**config.mk**
```make
export PLATFORM = sky130hd
export DESIGN_NAME = autobaud_detector
export DESIGN_NICKNAME = d
export VERILOG_FILES = /design/src/rtl/autobaud_pkg.sv /design/src/rtl/autobaud_detector_rx_sync.sv /design/src/rtl/autobaud_detector.sv
export SDC_FILE = /design/constraint.sdc
export NUM_CORES = 1
export LEC_CHECK = 0
export BUFFER_PORTS_ARGS = -buffer_cell sky130_fd_sc_hd__buf_2
export CELL_PAD_IN_SITES_DETAIL_PLACEMENT = 0
export CELL_PAD_IN_SITES_GLOBAL_PLACEMENT = 1
export CORE_MARGIN = 8
export CORE_UTILIZATION = 40
export CTS_CLUSTER_DIAMETER = 30
export DETAILED_ROUTE_END_ITERATION = 8
export PLACE_DENSITY_LB_ADDON = 0.2
export SYNTH_ARGS = -nofsm -noshare
export SYNTH_HDL_FRONTEND = slang
export SYNTH_HIERARCHICAL = 1
export SYNTH_SLANG_ARGS = --single-unit
```
**constraint.sdc**
```tcl
create_clock -name i_clk -period 3.1 [get_ports i_clk]
set_input_delay 0.465 -clock i_clk [delete_from_list [all_inputs] [get_ports i_clk]]
set_output_delay 0.465 -clock i_clk [all_outputs]
set_load 0.05 [all_outputs]
```
**src/rtl/autobaud_pkg.sv**
```systemverilog
// autobaud_pkg: shared types, widths and the divisor rounding helper for
// the autobaud detector.
//   state_t     - detector FSM states
//   CNT_W       - low-run counter width (bit-time measurement in clk cycles)
//   IDLE_W      - continuous-high counter width (covers cnt << OVS_SHIFT)
//   DVSR_W      - divisor width driven to the baud generator
//   OVS_SHIFT   - log2 of the 16x oversampling ratio
//   round_dvsr  - cycles-per-bit -> clamped, half-up rounded 16x divisor
package autobaud_pkg;

    typedef enum logic [2:0] {
        IDLE_WAIT,
        WAIT_START,
        MEASURE,
        SKIP,
        LOCKED
    } state_t;

    localparam int CNT_W     = 16;
    localparam int IDLE_W    = 20;
    localparam int DVSR_W    = 12;
    localparam int OVS_SHIFT = 4;

    localparam logic [DVSR_W-1:0] DVSR_MIN = DVSR_W'(2);
    localparam logic [DVSR_W-1:0] DVSR_MAX = DVSR_W'((1 << DVSR_W) - 1);

    // Adding half an oversample tick before the shift gives exact half-up
    // rounding; the extra bit keeps cnt = 2^CNT_W - 1 from wrapping.
    function automatic logic [DVSR_W-1:0] round_dvsr(input logic [CNT_W-1:0] cnt);
        logic [CNT_W:0] sum;
        logic [CNT_W:0] quo;
        sum = {1'b0, cnt} + (CNT_W+1)'(1 << (OVS_SHIFT - 1));
        quo = sum >> OVS_SHIFT;
        if (quo < (CNT_W+1)'(DVSR_MIN)) begin
            return DVSR_MIN;
        end else if (quo > (CNT_W+1)'(DVSR_MAX)) begin
            return DVSR_MAX;
        end else begin
            return quo[DVSR_W-1:0];
        end
    endfunction

endpackage

```
**src/rtl/autobaud_detector_rx_sync.sv**
```systemverilog
// rx_sync: two-flop synchronizer for the raw rx line plus a registered copy
// of the synchronized value for edge detection. All flops reset high so a
// reset never looks like a falling edge on an idle line.
//   i_clk, i_rst   - clock, asynchronous active-high reset
//   i_rx           - raw asynchronous serial input
//   o_rx_s         - synchronized rx
//   o_fall/o_rise  - one-cycle edge strobes on o_rx_s
module rx_sync (
    input  logic i_clk,
    input  logic i_rst,
    input  logic i_rx,
    output logic o_rx_s,
    output logic o_fall,
    output logic o_rise
);

    logic r_meta;
    logic r_sync;
    logic r_prev;

    always_ff @(posedge i_clk or posedge i_rst) begin
        if (i_rst) begin
            r_meta <= 1'b1;
            r_sync <= 1'b1;
            r_prev <= 1'b1;
        end else begin
            r_meta <= i_rx;
            r_sync <= r_meta;
            r_prev <= r_sync;
        end
    end

    assign o_rx_s = r_sync;
    assign o_fall = r_prev & ~r_sync;
    assign o_rise = ~r_prev & r_sync;

endmodule

```
**src/rtl/autobaud_detector.sv**
```systemverilog
// autobaud_detector: measures the start-bit width of a sync character
// (bit0 = 1, so the first low run is exactly one bit) and produces the 16x
// oversampling divisor for the baud generator.
//   i_clk, i_rst   - clock, asynchronous active-high reset
//   i_rx           - raw serial line, idle high
//   i_restart      - one-cycle pulse: abandon and re-measure
//   o_baud_dvsr    - divisor to baud generator (held across restart)
//   o_locked       - divisor valid and line back to idle
//   o_dvsr_valid   - one-cycle pulse on entry to LOCKED
//   o_err          - one-cycle pulse on glitch (short low) or line fault
module autobaud_detector
    import autobaud_pkg::*;
#(
    parameter int unsigned DEFAULT_DVSR = 326,
    parameter int unsigned MIN_CYC      = 32,
    parameter int unsigned MAX_CYC      = 65535,
    parameter int unsigned IDLE_CYC     = 1024
) (
    input  logic              i_clk,
    input  logic              i_rst,
    input  logic              i_rx,
    input  logic              i_restart,
    output logic [DVSR_W-1:0] o_baud_dvsr,
    output logic              o_locked,
    output logic              o_dvsr_valid,
    output logic              o_err
);

    logic w_rx_s;
    logic w_fall;
    logic w_rise;

    rx_sync u_rx_sync (
        .i_clk  (i_clk),
        .i_rst  (i_rst),
        .i_rx   (i_rx),
        .o_rx_s (w_rx_s),
        .o_fall (w_fall),
        .o_rise (w_rise)
    );

    state_t              r_state,    w_state_next;
    logic [CNT_W-1:0]    r_cnt,      w_cnt_next;
    logic [IDLE_W-1:0]   r_idle_cnt, w_idle_next;
    logic [DVSR_W-1:0]   r_dvsr,     w_dvsr_next;
    logic                r_locked,   w_locked_next;
    logic                r_valid,    w_valid_next;
    logic                r_err,      w_err_next;

    logic [IDLE_W-1:0]   w_idle_inc;
    logic [IDLE_W-1:0]   w_skip_target;

    assign w_idle_inc    = r_idle_cnt + IDLE_W'(1);
    // Sixteen measured bit times of continuous high covers the rest of any
    // 10-bit character plus margin before declaring the line idle again.
    assign w_skip_target = IDLE_W'({r_cnt, OVS_SHIFT'(0)});

    always_ff @(posedge i_clk or posedge i_rst) begin
        if (i_rst) begin
            r_state    <= IDLE_WAIT;
            r_cnt      <= '0;
            r_idle_cnt <= '0;
            r_dvsr     <= DVSR_W'(DEFAULT_DVSR);
            r_locked   <= 1'b0;
            r_valid    <= 1'b0;
            r_err      <= 1'b0;
        end else begin
            r_state    <= w_state_next;
            r_cnt      <= w_cnt_next;
            r_idle_cnt <= w_idle_next;
            r_dvsr     <= w_dvsr_next;
            r_locked   <= w_locked_next;
            r_valid    <= w_valid_next;
            r_err      <= w_err_next;
        end
    end

    always_comb begin
        w_state_next = r_state;
        w_cnt_next   = r_cnt;
        w_idle_next  = r_idle_cnt;
        w_dvsr_next  = r_dvsr;
        w_err_next   = 1'b0;

        case (r_state)
            IDLE_WAIT: begin
                if (w_rx_s) begin
                    if (w_idle_inc >= IDLE_W'(IDLE_CYC)) begin
                        w_state_next = WAIT_START;
                        w_idle_next  = '0;
                    end else begin
                        w_idle_next = w_idle_inc;
                    end
                end else begin
                    w_idle_next = '0;
                end
            end
            WAIT_START: begin
                // The fall cycle is the first low sample, hence cnt starts at 1.
                if (w_fall) begin
                    w_state_next = MEASURE;
                    w_cnt_next   = CNT_W'(1);
                end
            end
            MEASURE: begin
                if (w_rise) begin
                    if (r_cnt < CNT_W'(MIN_CYC)) begin
                        w_err_next   = 1'b1;
                        w_state_next = WAIT_START;
                    end else begin
                        w_dvsr_next  = round_dvsr(r_cnt);
                        w_state_next = SKIP;
                        w_idle_next  = '0;
                    end
                end else if (r_cnt >= CNT_W'(MAX_CYC)) begin
                    w_err_next   = 1'b1;
                    w_state_next = IDLE_WAIT;
                    w_cnt_next   = '0;
                    w_idle_next  = '0;
                end else begin
                    w_cnt_next = r_cnt + CNT_W'(1);
                end
            end
            SKIP: begin
                if (w_rx_s) begin
                    if (w_idle_inc >= w_skip_target) begin
                        w_state_next = LOCKED;
                    end else begin
                        w_idle_next = w_idle_inc;
                    end
                end else begin
                    w_idle_next = '0;
                end
            end
            LOCKED: begin
                w_state_next = LOCKED;
            end
            default: begin
                w_state_next = IDLE_WAIT;
                w_cnt_next   = '0;
                w_idle_next  = '0;
            end
        endcase

        // Restart overrides everything, including a measurement completing
        // in the same cycle; the divisor keeps its previous value.
        if (i_restart) begin
            w_state_next = IDLE_WAIT;
            w_cnt_next   = '0;
            w_idle_next  = '0;
            w_dvsr_next  = r_dvsr;
            w_err_next   = 1'b0;
        end

        w_locked_next = (w_state_next == LOCKED);
        w_valid_next  = (w_state_next == LOCKED) && (r_state != LOCKED);
    end

    assign o_baud_dvsr  = r_dvsr;
    assign o_locked     = r_locked;
    assign o_dvsr_valid = r_valid;
    assign o_err        = r_err;

endmodule

```
# Yosys cells after proc, flatten, opt, wreduce, memory -nomap -nowiden
# Index checks and enable logic that the tools add are counted.
classes:
  n_addsub: 3
  n_reduce_logical: 7
  eq_ne: 13
  n_mux: 31
  order_cmp: 6
  bitwise: 6
ops:
  columns: ["op", "n"]
  rows:
  - ["$mux 20", 8]
  - ["$pmux 20 s4", 1]
  - ["$mux 16", 4]
  - ["$pmux 16 s3", 1]
  - ["$mux 12", 2]
  - ["$mux 3", 8]
  - ["$add 20x1->20 const B", 1]
  - ["$ge 20x11->1 const B", 1]
  - ["$ge 20x20->1", 1]
  - ["$add 16x4->17 const B", 1]
  - ["$add 16x1->16 const B", 1]
  - ["$ge 16x16->1 const B", 1]
  - ["$lt 16x6->1 const B", 1]
  - ["$pmux 3 s5", 1]
  - ["$gt 13x12->1 const B", 1]
  - ["$lt 13x2->1 const B", 1]
  - ["$ne 4x4->1 const B", 2]
  - ["$reduce_and 4->1", 2]
  - ["$eq 3x2->1 const B", 2]
  - ["$eq 3x3->1 const B", 2]
  - ["$ne 3x3->1 const B", 2]
  - ["$mux 1", 5]
  - ["$ne 2x1->1 const B", 2]
  - ["$ne 4x3->1 const B", 1]
  - ["10 further kinds", 14]
totals:
  input_bits: 4
  register_bits: 57
  wordCells: 76

# Logic depth before layout (Yosys ltp)
depth:
  ltp_word: 8
  depth_mapped: 15
  ltp_nobuf: 14

# Cells and area by module
# The synthesis kept the hierarchy.
by_module_without_submodules:
  columns: ["module", "cells_each", "instances", "area_per_inst_um2"]
  rows:
  - ["autobaud_detector", 456, 1, 3936.3]
  - ["rx_sync", 6, 1, 97.6]

# Worst setup path before layout
# No wires, ideal clock.
synth_path:
  kind: "register to register"
  from: "reg r_idle_cnt[0]"
  to: "reg r_idle_cnt[8]"
  path_stages_with_launch: 14
  path_slack_ns: -0.316
  synth_period_minus_slack_ns: 3.416
  required_time_ns: 2.979
  t_arrival_ns: 3.296
  path_cell_list: "dfrtp_1 ha_1 nand3_2 or4_2 xnor2_1 ha_1 nand2_1 o21ai_0 a221o_1 a221oi_2 a21o_1 buf_6 o21ai_0 a22o_1"
synth_between:
  elab_chain_cells: 6
  word_cells_on_any_way: 11
  cone_classes: "add/sub (1); order compare (2); eq/ne (1); mux (6); reduce/logical (1)"
synth_rtl:
  columns: ["item", "line_no", "source"]
  rows:
  - ["start, declared", "autobaud_detector.sv:44", "logic [IDLE_W-1:0] r_idle_cnt, w_idle_next;"]
  - ["start signal, assigned", "autobaud_detector.sv:70", "r_idle_cnt <= w_idle_next;"]
  - ["$add 20x1->20 *", "autobaud_detector.sv:53", "assign w_idle_inc = r_idle_cnt + IDLE_W'(1);"]
  - ["$ge 20x11->1", "autobaud_detector.sv:88", "if (w_idle_inc >= IDLE_W'(IDLE_CYC)) begin"]
  - ["$mux 20", "autobaud_detector.sv:88", null]
  - ["$mux 20", "autobaud_detector.sv:87", "if (w_rx_s) begin"]
  - ["$pmux 20 s4", "autobaud_detector.sv:85", "case (r_state)"]
  - ["$mux 20", "autobaud_detector.sv:147", "if (i_restart) begin"]
# Every way passes the cells marked *; elsewhere a longest branch is shown, timed or not. The select of a mux whose other input is x is not followed.
# A chain may end at the register's enable or synchronous reset.

# Worst setup path after layout
layout_path:
  from: "reg r_idle_cnt[9]"
  to: "reg r_idle_cnt[13]"
# The elaborated chain is that of the path after synthesis.

==> metrics.cfg <==
[worst_setup_path]
end_kind=flop
worstPathArrival_ns=3.48
cpMaxStageDelayCell=or4_4
required_ns=3.34
cpPeakStageDelay_ns=0.55
worstSetupPathType=flop to flop
path_cells=nand3_2 > buf_6 > or4_4 > xnor2_2 > ha_1 > nand2_1 > o21ai_1 > a221o_1 > a221oi_2 > a21o_1 > buf_12 > o21ai_0 > a22o_1
cp_top_family=compound AO/OA/AOI/OAI gates
crit_fanout=15
timing.critical_path.buf_inv=2
start_kind=flop

[grt]
overflow=0
grt_pass1_vias=3657
grt_pass1_wl_um=18500
grt_max_degree=37
track_usage=0.176
grt_antenna_before_repair=0

[clocking]
clkTransAtPathRegs_ns=0.08
cts_num_sinks=57
insertion_delay_ns=0.35
cts.path.max_buffers=2
cts_root_buffer=clkbuf_8
tritoncts=yes
cts_buffers=9
cts_hold_buf=0
htree_num_levels=3

[die]
start_util=0.413
die_area_um2=13600
die_w_um=116
die_y_um=116
design.core.area_um2=9770
rows=36
io_pins=19

[sta]
report.final.setup_viol=19
finClkSkew_ns=0.0146
final_max_slew_viol_count=0
fin_ws_ns=-0.146
rsz0062_at_grt=true
hold_violations=0
holdWs_ns=0.192
post-route-period-util=1.05
max_freq_mhz=308
tns_ns=-1.92
min_period_ns=3.25
relSlewSlack=0.439
worst_pin_slew_ns=0.841

[layout]
seq_area_um2=1440
area_growth_pct=28.0
antennaDiodeCount=0
drive_gt1_frac=0.305
final_nets=572
utilization=0.528
fillers=908
multiInputGateArea_um2=2410
stdcell_count=687
final_area_um2=5160

[power]
finalPower_mw=1.70
comb_power_share=0.040
power-per-cell-area_nw_per_um2=330
peakVddDrop_mv=0.228
swShare=0.222
clock_power_share=0.519
p_seq_frac=0.442
p_int_mw=1.32
p_leak_nw=2.40
switchingPower_uw=379

[logic_synthesis]
synth_warnings=6
ys_types=66
synth_edf_count=0
syn_area_per_cell_um2=8.73
netlist.area_leader.share=0.310
async_reset_ff_frac=1.00
ys_ff_latch=57
ys.flop_type=dfrtp_1
syn_nets=485
syn_inst=462
synth_area_um2=4030
ys_seq_area_frac=0.356
synth_top_cell_by_area=dfrtp_1
synth_area_leaders=dfrtp_1 (31%), xnor2_1 (6.5%), ha_1 (5.9%)

[routing]
drt_drc_violations_left=0
vias=3613
wirelength_um=11200
ant_nets=0
initialDrtViolationCount=170
detail_route.vias_per_cell=5.26
drt_pass1_iterations=5
wl_per_cell_um=16.2

[placed_design]
preCtsSetupSlack_ns=-0.308
dpl_cell_area_um2=4660
dp_hpwl_um=8110
dp_cells=654
gp_congestion=0.867
io_buffers=18

[job]
drv_cap=0

[status]
status=finished with violations
violations=setup timing

[min_path]
hold_path.class=input port to asynchronous set/reset pin

## per-layer routing
metal  part of all wire  up-vias  GRT usage
li1                   -     1814          -
met5                  0        -          0
met3              0.035       11     0.0274
met4              0.013        0     0.0605
met1               0.46     1732      0.222
met2               0.49       56      0.300
## final timing paths
path,start,endpoint,slack (ns),cells past startpoint
min,i_rst,u_rx_sync/r_meta$_DFF_PP1_,0.19,2
max,r_idle_cnt[9]$_DFFE_PP0P_,r_idle_cnt[13]$_DFFE_PP0P_,-0.15,13
min reg2reg,u_rx_sync/r_meta$_DFF_PP1_,u_rx_sync/o_rx_s$_DFF_PP1_,0.36,0
max in group asynchronous,i_rst,o_baud_dvsr[6]$_DFFE_PP1P_,2.07,3
max reg2reg,r_idle_cnt[9]$_DFFE_PP0P_,r_idle_cnt[13]$_DFFE_PP0P_,-0.15,13
min in group i_clk,i_rx,u_rx_sync/r_meta$_DFF_PP1_,0.22,1
## sequential cells by signal, indices dropped and copies added, names as in the netlist
signal	count
r_idle_cnt	20
u_rx_sync/o_rx_s	1
r_state	3
o_dvsr_valid	1
o_baud_dvsr	12
u_rx_sync/r_prev	1
o_err	1
u_rx_sync/r_meta	1
r_cnt	16
o_locked	1
## cell usage in the layout (no fill, tap or decap), types with 4 or more instances in the layout
master	instances
o21ai_0	18
nor2_1	53
dfrtp_1	45
inv_1	27
dfrtp_2	5
clkbuf_8	10
o21ai_1	10
nor2b_1	4
buf_12	4
nor3_1	17
buf_4	74
ha_1	18
nand2_2	5
buf_6	6
nand3_1	20
xor2_1	8
nand4_1	10
xnor2_1	28
a31oi_1	13
buf_2	18
nand2_1	40
nor4_1	4
a21oi_1	15
dfstp_2	7
a22o_1	12
## cell families (layout without fill, tap and decap cells)
| group | count (synthesis) | in the layout | share of synthesized area |
|---|---|---|---|
| AOI/OAI and AO/OA | 101 | 101 | 0.171 |
| and+or+nand+nor | 188 | 188 | 0.239 |
| DFF | 57 | 57 | 0.356 |
| adders and majority gates | 19 | 19 | 0.0589 |
| buffers and inverters | 54 | 146 | 0.0800 |
| muxes | 3 | 3 | 0.00806 |
| xor gates and xnor gates | 40 | 40 | 0.0868 |
## synth_stat cells, types with 3 or more instances
master and number:
a211o_1 3, inv_1 28, and2_1 3, nor3_1 18, nand2_1 45, nand4_1 10, xor2_1 10, o21ai_0 28
dfstp_2 7, ha_1 19, nand3_1 22, and3_1 3, o2bb2ai_1 3, buf_2 4, nor4_2 3, a31oi_1 13
clkbuf_1 8, clkbuf_8 8, xnor2_1 30, buf_6 4, nor4_1 4, dfrtp_1 50, a22o_1 12, a21oi_1 16
o2111ai_1 3, nor2b_1 4, nor2_1 55
## repair_timing
action / in CTS / in global routing
pin swaps: 11 / 3
cloned: 0 / 0
setup buffers: 15 / 2
hold endpoints to repair: 0 / 0
setup endpoints to repair: 20 / 22
gates resized for setup: 31 / 6
## final cells by class
class | instances | share of cell area
clock buffers | 10 | 0.0267
clock inverters | 6 | 0.0204
inverters | 28 | 0.0204
multi-input cells | 351 | 0.468
flip-flops and latches | 57 | 0.279
well taps | 133 | 0.0322
repair buffers | 102 | 0.154
## power groups by stage
stage	clock (mW)	combinational (mW)	sequential [mW]
3_5_place_dp	0	0.0618	0.766
6_report	0.884	0.0675	0.752
3_3_place_gp	0	0.0605	0.766
5_1_grt	0.932	0.0764	0.752
4_1_cts	0.898	0.0685	0.752
2_1_floorplan	0	0.0374	0.765
Power figures use the tool's default switching activity.
